$ cat src/rtl/mem_access_unit_pkg.sv
// mem_access_unit_pkg: shared width codes, FSM encoding, opcodes and alignment helper
package mem_access_unit_pkg;

   localparam logic [1:0] SZ_B = 2'b00;
   localparam logic [1:0] SZ_H = 2'b01;
   localparam logic [1:0] SZ_W = 2'b10;

   localparam logic [1:0] S_IDLE = 2'd0;
   localparam logic [1:0] S_WAIT = 2'd1;
   localparam logic [1:0] S_DONE = 2'd2;

   typedef enum logic [6:0] {
      OP_LOAD  = 7'b0000011,
      OP_STORE = 7'b0100011
   } opcode_e;

   // Size code 2'b11 is handled as a word everywhere, so it follows the word alignment rule.
   function automatic logic misaligned(input logic [1:0] sz, input logic [1:0] a);
      return (sz == SZ_H && a[0]) || (sz >= SZ_W && a != 2'b00);
   endfunction

endpackage

$ cat src/rtl/mem_access_unit_if.sv
// mem_access_unit_if: req/ack data-memory port between the access unit and memory
interface mem_access_unit_if #(parameter int ADDR_W = 10);

   logic              req;
   logic              we;
   logic [ADDR_W-1:0] addr;
   logic [31:0]       wdata;
   logic [3:0]        be;
   logic [31:0]       rdata;
   logic              ack;

   modport master (output req, we, addr, wdata, be, input rdata, ack);
   modport slave  (input req, we, addr, wdata, be, output rdata, ack);

endinterface

$ cat src/rtl/mem_lane_fmt.sv
// mem_lane_fmt: byte-lane enables, store replication and load extract/extend
module mem_lane_fmt
   import mem_access_unit_pkg::*;
(
   input  logic [1:0]  size,
   input  logic        uns,
   input  logic [1:0]  a,
   input  logic [31:0] wdin,
   input  logic [31:0] rdin,
   output logic [3:0]  be,
   output logic [31:0] wdata,
   output logic [31:0] rdata
);

   logic [15:0] sel;

   // Lane selection is a pure function of size and the low address bits.
   always_comb begin
      sel   = 16'(rdin >> {a, 3'b000});
      be    = size == SZ_B ? 4'b0001 << a : size == SZ_H ? 4'b0011 << a : 4'b1111;
      wdata = size == SZ_B ? {4{wdin[7:0]}} : size == SZ_H ? {2{wdin[15:0]}} : wdin;
      rdata = size == SZ_B ? {{24{~uns & sel[7]}}, sel[7:0]} :
              size == SZ_H ? {{16{~uns & sel[15]}}, sel[15:0]} : rdin;
   end

endmodule

$ cat src/rtl/mem_access_unit.sv
// mem_access_unit: MEM-stage load/store sequencer onto the req/ack data-memory port
module mem_access_unit
   import mem_access_unit_pkg::*;
#(
   parameter int ADDR_W  = 10,
   parameter int TIMEOUT = 64
) (
   input  logic                clk,
   input  logic                rst,
   input  logic [31:0]         MEM_ALU_OUT,
   input  logic [31:0]         MEM_rs2,
   input  logic [31:0]         MEM_INST,
   input  logic                MEM_memread,
   input  logic                MEM_memwrite,
   input  logic                MEM_FLUSH,
   mem_access_unit_if.master   dm,
   output logic [31:0]         MEM_Data_mem_out,
   output logic                mem_stall,
   output logic                mem_err
);

   localparam int CW = $clog2(TIMEOUT + 1);

   logic [1:0]    state;
   logic [CW-1:0] tmo_cnt;
   logic [2:0]    r_f3;
   logic [1:0]    r_a;
   logic          kill;
   logic [2:0]    f3;
   logic          access;
   logic          mis;
   logic          drop;
   logic [3:0]    be_n;
   logic [31:0]   wdata_n;
   logic [31:0]   load_val;
   logic [31:0]   unused_req_rdata;
   logic [3:0]    unused_rsp_be;
   logic [31:0]   unused_rsp_wdata;
   logic          unused_bits;

   assign f3          = MEM_INST[14:12];
   assign access      = (MEM_memread | MEM_memwrite) & ~MEM_FLUSH;
   assign mis         = misaligned(f3[1:0], MEM_ALU_OUT[1:0]);
   assign drop        = kill | MEM_FLUSH;
   assign dm.req      = state == S_WAIT;
   assign mem_stall   = rst & ((state == S_IDLE & access & ~mis) | state == S_WAIT);
   assign unused_bits = ^{MEM_INST[31:15], MEM_INST[11:0], MEM_ALU_OUT[31:ADDR_W+2], unused_req_rdata,
                          unused_rsp_be, unused_rsp_wdata};

   mem_lane_fmt u_req_fmt (
      .size(f3[1:0]), .uns(f3[2]), .a(MEM_ALU_OUT[1:0]), .wdin(MEM_rs2), .rdin(32'd0),
      .be(be_n), .wdata(wdata_n), .rdata(unused_req_rdata)
   );

   mem_lane_fmt u_rsp_fmt (
      .size(r_f3[1:0]), .uns(r_f3[2]), .a(r_a), .wdin(32'd0), .rdin(dm.rdata),
      .be(unused_rsp_be), .wdata(unused_rsp_wdata), .rdata(load_val)
   );

   // IDLE launches or rejects an access, WAIT holds the request until ack/timeout, DONE releases the pipe once.
   always_ff @(posedge clk) begin
      if (!rst) begin
         state            <= S_IDLE;
         tmo_cnt          <= '0;
         r_f3             <= '0;
         r_a              <= '0;
         kill             <= 1'b0;
         dm.we            <= 1'b0;
         dm.addr          <= '0;
         dm.wdata         <= '0;
         dm.be            <= '0;
         MEM_Data_mem_out <= '0;
         mem_err          <= 1'b0;
      end else begin
         mem_err <= 1'b0;
         if (state == S_IDLE) begin
            if (access && mis) begin
               mem_err          <= 1'b1;
               MEM_Data_mem_out <= '0;
            end else if (access) begin
               state    <= S_WAIT;
               tmo_cnt  <= '0;
               kill     <= 1'b0;
               dm.we    <= MEM_memwrite;
               dm.addr  <= MEM_ALU_OUT[ADDR_W+1:2];
               dm.wdata <= wdata_n;
               dm.be    <= be_n;
               r_f3     <= f3;
               r_a      <= MEM_ALU_OUT[1:0];
            end
         end else if (state == S_WAIT) begin
            tmo_cnt <= tmo_cnt + 1'b1;
            kill    <= drop;
            if (dm.ack) begin
               state            <= S_DONE;
               MEM_Data_mem_out <= (dm.we | drop) ? 32'd0 : load_val;
            end else if (tmo_cnt == CW'(TIMEOUT - 1)) begin
               state            <= S_DONE;
               mem_err          <= ~drop;
               MEM_Data_mem_out <= '0;
            end
         end else begin
            state <= S_IDLE;
         end
      end
   end

endmodule

$ cat src/flat_wrapper.sv
// flat-port wrapper written by rule: the top's interface ports become plain ports
module mem_access_unit_flat import mem_access_unit_pkg::*;
#(
   parameter int ADDR_W  = 10,
   parameter int TIMEOUT = 64
)
  (clk, rst, MEM_ALU_OUT, MEM_rs2, MEM_INST, MEM_memread, MEM_memwrite, MEM_FLUSH, MEM_Data_mem_out, mem_stall, mem_err, dm_req, dm_we, dm_addr, dm_wdata, dm_be, dm_rdata, dm_ack);
  mem_access_unit_if #(.ADDR_W(ADDR_W)) dm_i ();
  input  logic clk;
  input  logic rst;
  input  logic [31:0] MEM_ALU_OUT;
  input  logic [31:0] MEM_rs2;
  input  logic [31:0] MEM_INST;
  input  logic MEM_memread;
  input  logic MEM_memwrite;
  input  logic MEM_FLUSH;
  output logic [31:0] MEM_Data_mem_out;
  output logic mem_stall;
  output logic mem_err;
  output wire logic [$bits(dm_i.req)-1:0] dm_req;
  output wire logic [$bits(dm_i.we)-1:0] dm_we;
  output wire logic [$bits(dm_i.addr)-1:0] dm_addr;
  output wire logic [$bits(dm_i.wdata)-1:0] dm_wdata;
  output wire logic [$bits(dm_i.be)-1:0] dm_be;
  input wire logic [$bits(dm_i.rdata)-1:0] dm_rdata;
  input wire logic [$bits(dm_i.ack)-1:0] dm_ack;
  assign dm_req = dm_i.req;
  assign dm_we = dm_i.we;
  assign dm_addr = dm_i.addr;
  assign dm_wdata = dm_i.wdata;
  assign dm_be = dm_i.be;
  assign dm_i.rdata = dm_rdata;
  assign dm_i.ack = dm_ack;
  mem_access_unit #(.ADDR_W(ADDR_W), .TIMEOUT(TIMEOUT)) u_core (.clk(clk), .rst(rst), .MEM_ALU_OUT(MEM_ALU_OUT), .MEM_rs2(MEM_rs2), .MEM_INST(MEM_INST), .MEM_memread(MEM_memread), .MEM_memwrite(MEM_memwrite), .MEM_FLUSH(MEM_FLUSH), .dm(dm_i), .MEM_Data_mem_out(MEM_Data_mem_out), .mem_stall(mem_stall), .mem_err(mem_err));
endmodule
$ cat config.mk
export PLATFORM = sky130hd
export DESIGN_NAME = mem_access_unit_flat
export DESIGN_NICKNAME = d
export VERILOG_FILES = /design/src/rtl/mem_access_unit_pkg.sv /design/src/rtl/mem_access_unit_if.sv /design/src/rtl/mem_lane_fmt.sv /design/src/rtl/mem_access_unit.sv /design/src/flat_wrapper.sv
export SDC_FILE = /design/constraint.sdc
export NUM_CORES = 1
export LEC_CHECK = 0
export BUFFER_PORTS_ARGS = -buffer_cell sky130_fd_sc_hd__buf_2
export CORE_MARGIN = 2
export CORE_UTILIZATION = 30
export DETAILED_ROUTE_END_ITERATION = 10
export PLACE_DENSITY_LB_ADDON = 0.2
export SYNTH_ARGS = -nofsm -noshare
export SYNTH_HDL_FRONTEND = slang
export SYNTH_SLANG_ARGS = --single-unit
$ cat constraint.sdc
create_clock -name clk -period 1.8 [get_ports clk]
set_input_delay 0.36 -clock clk [delete_from_list [all_inputs] [get_ports clk]]
set_output_delay 0.36 -clock clk [all_outputs]
set_load 0.01 [all_outputs]
**Word level (Yosys, flattened, before mapping)**

Cells that the tools add are included.

- Flip-flop bits (word level): 95
- Input bits: 134
- Output and inout bits: 82
- Logic and storage cells: 84

- Add/sub/neg operators: 1
- Magnitude comparators: 1
- Equality and inequality tests: 8
- Shift-type cells: 3
- Multiplexer cells: 31
- Bitwise logic cells: 15
- Reduce and logical (&&, ||, !) cells: 14

Operators with widths:

| cell | number |
|---|---|
| $mux W32 | 10 |
| $shr A32 B5 Y16 | 1 |
| $mux W7 | 4 |
| $mux W2 | 6 |
| $reduce_and A3 Y1 | 4 |
| $mux W1 | 9 |
| $mux W4 | 2 |
| $add A7 B1 Y7 const B | 1 |
| $eq A7 B6 Y1 const B | 1 |
| $and A1 B1 Y1 | 6 |
| $eq A2 B1 Y1 const B | 3 |
| $logic_not A2 Y1 | 3 |
| $not A1 Y1 | 5 |
| $ne A2 B2 Y1 const B | 2 |
| $ne A4 B1 Y1 const B | 1 |
| $or A1 B1 Y1 | 4 |
| $reduce_bool A2 Y1 | 2 |
| $shl A1 B2 Y4 const A | 1 |
| $shl A2 B2 Y4 const A | 1 |
| $logic_and A1 B1 Y1 | 3 |
| $reduce_bool A3 Y1 | 1 |
| $ge A2 B2 Y1 const B | 1 |
| $ne A2 B1 Y1 const B | 1 |
| $logic_or A1 B1 Y1 | 1 |

**Longest topological paths before layout**

Gate-level depths: netlist of run 1.

- Depth after elaboration: 8
- Depth in mapped cells: 9

**Hierarchy**

Synthesis of run 1 repeated with hierarchy kept, for this count alone.

- Cell total of the unflattened synthesis: 696
- Area total of the unflattened synthesis: 6,277.3 um^2

By module, submodules not included:

| module | times used | cells each | area an instance (um^2) | sequential area each (um^2) |
|---|---|---|---|---|
| mem_access_unit | 1 | 324 | 3,534.6 | 1,901.8 |
| mem_lane_fmt | 2 | 186 | 1,371.3 | 0.0 |

**Least setup slack after synthesis of run 1**

Ideal clock, no wire load.

- Path type: input port to flip-flop
- Start: input port MEM_ALU_OUT[0]
- End: register u_core.dm.wdata[16]
- Library setup time: 0.128 ns
- Data arrival time: 1.857 ns
- Data required time: 1.672 ns
- Path slack: -0.185 ns
- Cell stages on the path: 8
- Cells stage by stage: inv_1 -> ha_1 -> nor2b_1 -> or4_1 -> buf_4 -> buf_6 -> a221oi_1 -> nor2_1

- Longest elaborated chain between the ends: 6
- Elaborated cells on any way between the ends: 7
- Those cells by class: bitwise: 1; reduce/logical: 6

RTL lines:

| item | line | source |
|---|---|---|
| start, declared | flat_wrapper.sv:11 | `input logic [31:0] MEM_ALU_OUT;` |
| $reduce_bool A2 Y1 | mem_access_unit_pkg.sv:19 | `return (sz == SZ_H && a[0]) \|\| (sz >= SZ_W && a != 2'b00);` |
| $logic_and A1 B1 Y1 | mem_access_unit_pkg.sv:19 |  |
| $logic_or A1 B1 Y1 (*) | mem_access_unit_pkg.sv:19 |  |
| $logic_and A1 B1 Y1 (*) | mem_access_unit.sv:77 | `if (access && mis) begin` |
| $not A1 Y1 (no line) (*) | - |  |
| $reduce_and A3 Y1 (no line) (*) | - |  |
| end signal, assigned | mem_access_unit.sv:86 | `dm.wdata <= wdata_n;` |
| end, declared | mem_access_unit_if.sv:12 | `modport master (output req, we, addr, wdata, be, input rdata, ack);` |

Every way passes the cells marked *; elsewhere a longest branch is shown, timed or not.
A chain may end at the register's enable or synchronous reset.

**Worst setup path in the final report of run 1**

- Start: register u_core.state[1]
- End: output port mem_stall

- Longest elaborated chain between the ends: 5
- Elaborated cells on any way between the ends: 6
- Those cells by class: eq/ne: 1; bitwise: 4; reduce/logical: 1

RTL lines:

| item | line | source |
|---|---|---|
| start, declared | mem_access_unit.sv:24 | `logic [1:0] state;` |
| start signal, assigned | mem_access_unit.sv:63 | `state <= S_IDLE;` |
| start signal, assigned | mem_access_unit.sv:81 | `state <= S_WAIT;` |
| start signal, assigned | mem_access_unit.sv:95 | `state <= S_DONE;` |
| $logic_not A2 Y1 | mem_access_unit.sv:46 | `assign mem_stall = rst & ((state == S_IDLE & access & ~mis) \| state == S_WAIT);` |
| $and A1 B1 Y1 (2 in series) | mem_access_unit.sv:46 |  |
| $or A1 B1 Y1 (*) | mem_access_unit.sv:46 |  |
| $and A1 B1 Y1 (*) | mem_access_unit.sv:46 |  |
| end, declared | flat_wrapper.sv:18 | `output logic mem_stall;` |

Marked as above.

==> impl_metrics.csv, run 1 <==
group,metric,value,unit
sta,period_needed,2.10,ns
sta,rsz0062_at_grt,"true",
sta,fin_skew,0.00659,ns
placement,place_inst,953,
yosys,ys_seq_elements,95,
cells_and_area,layout_common_cells,"166 x buf_2, 101 x nand2_1, 89 x dfxtp_1",
clock_network,clk_pin_slew,0.06,ns
yosys,ys_async_sr_fraction,0,
yosys,synth_edf_count,0,
status,failed_checks,"negative setup slack",
status,status,"finished, violations left",
worst_hold_path,holdCritPathClass,"primary input to flip-flop",
floorplan,fp.dieH,128,um
sta,worstMarginPinSlew,0.505,ns
worst_setup_path,cp_max_fo,2,
cells_and_area,nNetsFinal,966,
route,vias,5231,
global_routing,grt_pass1_vias,4761,
clock_network,clock_path_buffers,2,
clock_network,ctsHoldBuffers,0,
floorplan,core,15100,um^2
power,power_leakage,0.00315,uW
placement,place_area,6110,um^2
route,via_per_inst,5.13,
yosys,synthFlopType,"dfxtp_1",
floorplan,initial_core_util,0.305,
sta,setup_viol,52,
worst_setup_path,crit_type,"flip-flop to output port",
worst_setup_path,path_cells,"or3_4, buf_6, nor4_4, nor2_1, nor2_1, buf_2",
global_routing,grt-ovfl-total,0,
sta,fmax,476,MHz
power,power_density,713,nW/um^2
route,finalWirelength,17300,um
worst_setup_path,crit_path_top_delay_cell,"or3_4",
run,maxCapViolations,0,
global_routing,grtUsageTotal,0.189,
power,ir_drop,0.000461,V
worst_setup_path,worst-path-buf-inv,2,
worst_setup_path,cpPeakStageDelay,0.39,ns
sta,finalCritPeriodShare,1.17,
worst_setup_path,startpoint_type,"flip-flop",
yosys,synth.distinct_cells,52,
cells_and_area,drive_gt1_frac,0.485,
worst_setup_path,critPathTopFamily,"simple AND/OR/NAND/NOR gates",
yosys,netlist_instances,577,
clock_network,clkSinkCount,95,
route,post_drt_wl_per_cell,17.0,um
sta,finalHoldViolCount,0,
placement,place.gp.congestion,0.840,
clock_network,cts.htree.levels,3,
placement,portBuffers,166,
floorplan,rows,45,
worst_setup_path,crit_required,1.44,ns
worst_setup_path,end_kind,"output port",
clock_network,cts_inserted_buffers,9,
route,drtPass1Iterations,5,
yosys,syn_nets,716,
global_routing,grt_max_degree,34,
clock_network,clk_latency,0.35,ns
placement,dp_hpwl,11600,um
floorplan,io_pins,216,
sta,fin_setup_tns,-6.92,ns
clock_network,root_buffer,"clkbuf_16",
floorplan,die_w,128,um
yosys,syn_area,4600,um^2
yosys,yosys_warnings,0,
power,total_power,5390,uW
yosys,ys_seq_area_frac,0.414,
cells_and_area,area_growth,64.3,%
global_routing,antenna_found_initial,0,
sta,worst_slack,-0.301,ns
sta,drv_slew,0,
route,ant_nets,0,
global_routing,grt_pass1_wl,24200,um
floorplan,dieArea,16300,um^2
clock_network,cts_tree,"yes",
cells_and_area,final_cells,1019,
cells_and_area,diodes,0,
worst_setup_path,worstPathArrival,1.74,ns
yosys,syn_avg_cell_area,7.97,um^2
cells_and_area,fin_area,7550,um^2
route,route.detailed.drc,0,
worst_setup_path,cp_common_cell,"nor2_1",
cells_and_area,nFillCells,1434,
sta,max_slew_margin,0.662,
cells_and_area,final_common_cell,"buf_2",
route,drtIter0Drc,366,
[worst paths after layout]
path	cells past startpoint	slack [ns]	start	to
worst min-delay path	3	0.25	MEM_ALU_OUT[5]	u_core.dm.addr[3]
worst max-delay path	6	-0.30	u_core.state[1]	mem_stall
worst max register to register	7	-0.29	u_core.state[1]	u_core.dm.wdata[22]
worst min register to register	2	0.45	u_core.dm.addr[3]	u_core.dm.addr[3]
[tightest hold or removal path: stages]
cell     delay [ns]
buf_2          0.09
nand2_1        0.04
a21oi_1        0.05
[Yosys cell counts, drive strengths merged (5+ instances only)]
| master | instances | share of area |
|---|---|---|
| buf | 14 | 0.021 |
| a311oi | 8 | 0.015 |
| a22oi | 11 | 0.018 |
| nand2 | 105 | 0.086 |
| a21oi | 66 | 0.072 |
| ha | 5 | 0.014 |
| nand3 | 11 | 0.012 |
| dfxtp | 95 | 0.41 |
| o211ai | 6 | 0.0098 |
| inv | 9 | 0.0073 |
| o21ai | 36 | 0.039 |
| o32ai | 5 | 0.011 |
| nor2 | 51 | 0.042 |
| nor3b | 8 | 0.019 |
| mux2i | 19 | 0.041 |
| or2 | 7 | 0.0095 |
| o22ai | 17 | 0.023 |
| clkbuf | 33 | 0.027 |
| nor3 | 13 | 0.014 |
| nor2b | 7 | 0.0095 |
| a221oi | 8 | 0.015 |
[registers in the layout (all words and copies together), names as in the netlist]
name,cells
u_core.MEM_Data_mem_out,32
u_core.dm.addr,10
u_core.dm.be,4
u_core.dm.wdata,32
u_core.dm.we,1
u_core.kill,1
u_core.mem_err,1
u_core.r_a,2
u_core.r_f3,3
u_core.state,2
u_core.tmo_cnt,7
[stage by stage]
| step | util | setup slack [ns] | hold slack, ns |
|---|---|---|---|
| floorplan | - | -0.116 | 0.463 |
| global placement | 0.405 | -0.346 | 0.441 |
| detailed placement | 0.405 | -0.360 | 0.447 |
| CTS | 0.448 | -0.336 | 0.237 |
| global route | 0.501 | -0.401 | 0.247 |
| finish | 0.501 | -0.301 | 0.246 |
[repair_timing]
| item | 4_1_cts | 5_1_grt |
|---|---|---|
| buffers inserted | 15 | 27 |
| endpoints found under the hold margin | 0 | 0 |
| gates resized for setup | 38 | 108 |
| gates cloned | 3 | 8 |
| endpoints found under the setup margin | 82 | 92 |
| pin swaps | 10 | 42 |
[layout make-up]
cell class	count	area (um^2)	share of cell area
Inverter	12	45.0	0.00596
Sequential cell	95	1910	0.253
Clock inverter	2	16.3	0.00215
Tap cell	188	235	0.0311
Clock buffer	13	260	0.0345
Multi-Input combinational cell	426	3010	0.399
Timing Repair Buffer	283	2070	0.274
[layer usage]
| metal | up-vias | routed length (um) | track usage |
|---|---|---|---|
| met2 | 192 | 8450 | 0.313 |
| met5 | - | 0 | 0 |
| met1 | 2459 | 7340 | 0.237 |
| met3 | 22 | 1210 | 0.0488 |
| li1 | 2558 | - | - |
| met4 | 0 | 355 | 0.0737 |
[report_power, final]
part           internal (uW)  switching (uW)  total (uW)
clock network           1010             826        1840
registers               2190            57.2        2250
logic                    634             668        1300
total                   3840            1550        5390
[logic make-up after synthesis]
family | synth area share
adder cells (fa/ha/maj) | 0.0136
XOR/XNOR | 0.00762
flip-flops | 0.414
buffers and inverters | 0.0574
multiplexers | 0.0463
AND/OR/NAND/NOR | 0.222
AO/OA/AOI/OAI | 0.240
Power figures use the tool's default switching activity.
==> run 2: changes to the inputs <==
--- a/config.mk
+++ b/config.mk
@@ -10,6 +10,7 @@
 export CORE_UTILIZATION = 30
 export DETAILED_ROUTE_END_ITERATION = 10
 export PLACE_DENSITY_LB_ADDON = 0.2
+export REMOVE_ABC_BUFFERS = 1
 export SYNTH_ARGS = -nofsm -noshare
 export SYNTH_HDL_FRONTEND = slang
 export SYNTH_SLANG_ARGS = --single-unit
==> run 2 against run 1 <==
Against the previous run:
- the run still ends with negative setup slack left
- total power up 4.6%
- combinational power down 6%
- register-to-register slack better by 0.09 ns
- global-route usage up 0.82 points
- worst setup slack worse by 0.053 ns
- clock skew up 0.0046 ns
- flip-flop and latch count unchanged
- first-iteration DRC count down 38%
- cell count down 1.5%
- critical path type unchanged
- largest cell class unchanged
==> impl_metrics.csv, run 2 (same netlist as run 1, synthesis figures left out) <==
group,metric,value,unit
worst_setup_path,worstPathArrival,1.79,ns
placement,place.gp.congestion,0.847,
floorplan,core,15100,um^2
cells_and_area,layout_common_cells,"166 x buf_2, 89 x dfxtp_1, 74 x nand2_1",
sta,setup_viol,78,
worst_setup_path,critPathTopFamily,"simple AND/OR/NAND/NOR gates",
worst_setup_path,crit_required,1.44,ns
clock_network,cts.htree.levels,3,
route,finalWirelength,16500,um
worst_setup_path,crit_path_top_delay_cell,"or3_4",
global_routing,grt_max_degree,54,
placement,place_area,6040,um^2
sta,max_slew_margin,0.711,
floorplan,io_pins,216,
clock_network,clk_pin_slew,0.08,ns
cells_and_area,diodes,0,
route,post_drt_wl_per_cell,16.5,um
sta,drv_slew,0,
power,ir_drop,0.000461,V
worst_setup_path,rr_worst_depth,6,
floorplan,dieArea,16300,um^2
global_routing,grt_pass1_vias,5157,
global_routing,antenna_found_initial,0,
worst_setup_path,cp_max_fo,3,
worst_hold_path,holdCritPathClass,"primary input to flip-flop",
sta,finalHoldViolCount,0,
worst_setup_path,end_kind,"output port",
clock_network,ctsHoldBuffers,0,
power,total_power,5640,uW
cells_and_area,nNetsFinal,950,
route,drtPass1Iterations,5,
status,status,"finished, violations left",
cells_and_area,nFillCells,1461,
route,ant_nets,0,
sta,worst_slack,-0.354,ns
worst_setup_path,worst-path-buf-inv,2,
cells_and_area,final_common_cell,"buf_2",
global_routing,grt-ovfl-total,0,
clock_network,clk_latency,0.36,ns
sta,period_needed,2.15,ns
sta,finalCritPeriodShare,1.20,
cells_and_area,fin_area,7480,um^2
placement,dp_hpwl,11000,um
power,power_leakage,0.00311,uW
worst_hold_path,holdPathStages,3,
route,route.detailed.drc,0,
route,drtIter0Drc,226,
worst_setup_path,cp_common_cell,"nor2_1",
route,vias,5199,
power,power_density,754,nW/um^2
status,failed_checks,"negative setup slack",
placement,portBuffers,166,
cells_and_area,post-route-util,0.496,
clock_network,cts_inserted_buffers,9,
floorplan,rows,45,
route,via_per_inst,5.18,
global_routing,grtUsageTotal,0.198,
cells_and_area,top_regs,"u_core.MEM_Data_mem_out (32), u_core.dm.wdata (32), u_core.dm.addr (10)",
sta,worstMarginPinSlew,0.434,ns
sta,fmax,464,MHz
sta,rsz0062_at_grt,"true",
floorplan,die_w,128,um
run,maxCapViolations,0,
worst_setup_path,startpoint_type,"flip-flop",
floorplan,fp.dieH,128,um
clock_network,cts_tree,"yes",
worst_setup_path,path_cells,"or3_4, buf_6, nor4_4, nor2_1, nor2_1, buf_2",
placement,pre_cts_ws,-0.517,ns
sta,fin_skew,0.0111,ns
worst_setup_path,cpPeakStageDelay,0.41,ns
clock_network,root_buffer,"clkbuf_16",
cells_and_area,drive_gt1_frac,0.510,
global_routing,grt_pass1_wl,25600,um
clock_network,clkSinkCount,95,
cells_and_area,area_growth,62.7,%
clock_network,clock_path_buffers,2,
worst_setup_path,cp_num_cells,6,
floorplan,initial_core_util,0.305,
worst_setup_path,crit_type,"flip-flop to output port",
==> run 2: path summary, 6_finish.rpt <==
path	from	to	slack, ns
setup / recovery	u_core.state[1]	mem_stall	-0.35
hold / removal	MEM_ALU_OUT[5]	u_core.dm.addr[3]	0.24
setup reg to reg	u_core.state[1]	u_core.tmo_cnt[5]	-0.20
hold reg to reg	u_core.dm.wdata[28]	u_core.dm.wdata[28]	0.46
==> run 2: worst reg2reg max path, stage by stage (launching register included) <==
cell      delay (ns)
dfxtp_2         0.33
or3_4           0.41
or4_4           0.53
buf_8           0.19
a211oi_4        0.20
xnor2_1         0.18
nor2_2          0.04
==> run 2: repair_timing <==
action                     CTS  global route
gates resized for setup    135            56
pin swaps                   78            33
cloned                       5             1
buffers inserted            22             7
setup endpoints to repair   88            91
==> run 2: report_power, final <==
group          switching (uW)  total, uW  internal, uW
sequential               61.9       2250          2190
combinational             639       1220           584
clock                     893       2160          1270
==> run 2: final cells by class <==
class                      instances  area [um^2]  share of cell area
clock buffer                      10          239              0.0320
clock inverter                     6         91.3              0.0122
inverter                          12         46.3             0.00619
multi-input combinational        423         3050               0.408
sequential                        95         1910               0.256
tap                              188          235              0.0314
timing repair buffer             270         1910               0.255
==> run 2: routing by layer <==
metal	routed length (um)	global-route usage	part of all wire	vias up
met4	284	0.0588	0.017	0
met1	7280	0.244	0.44	2480
li1	-	-	-	2510
met5	0	0	0	-
met3	1220	0.0647	0.074	24
met2	7760	0.329	0.47	185
==> run 2: stage by stage <==
| stage | instances | hold WS (ns) | setup TNS, ns |
|---|---|---|---|
| finish | 1004 | 0.241 | -7.30 |
| floorplan | 530 | 0.463 | -93.75 |
| global route | 1004 | 0.230 | -11.38 |
| CTS | 999 | 0.232 | -9.79 |
| global placement | 956 | 0.442 | -28.33 |
| detailed placement | 956 | 0.446 | -31.51 |
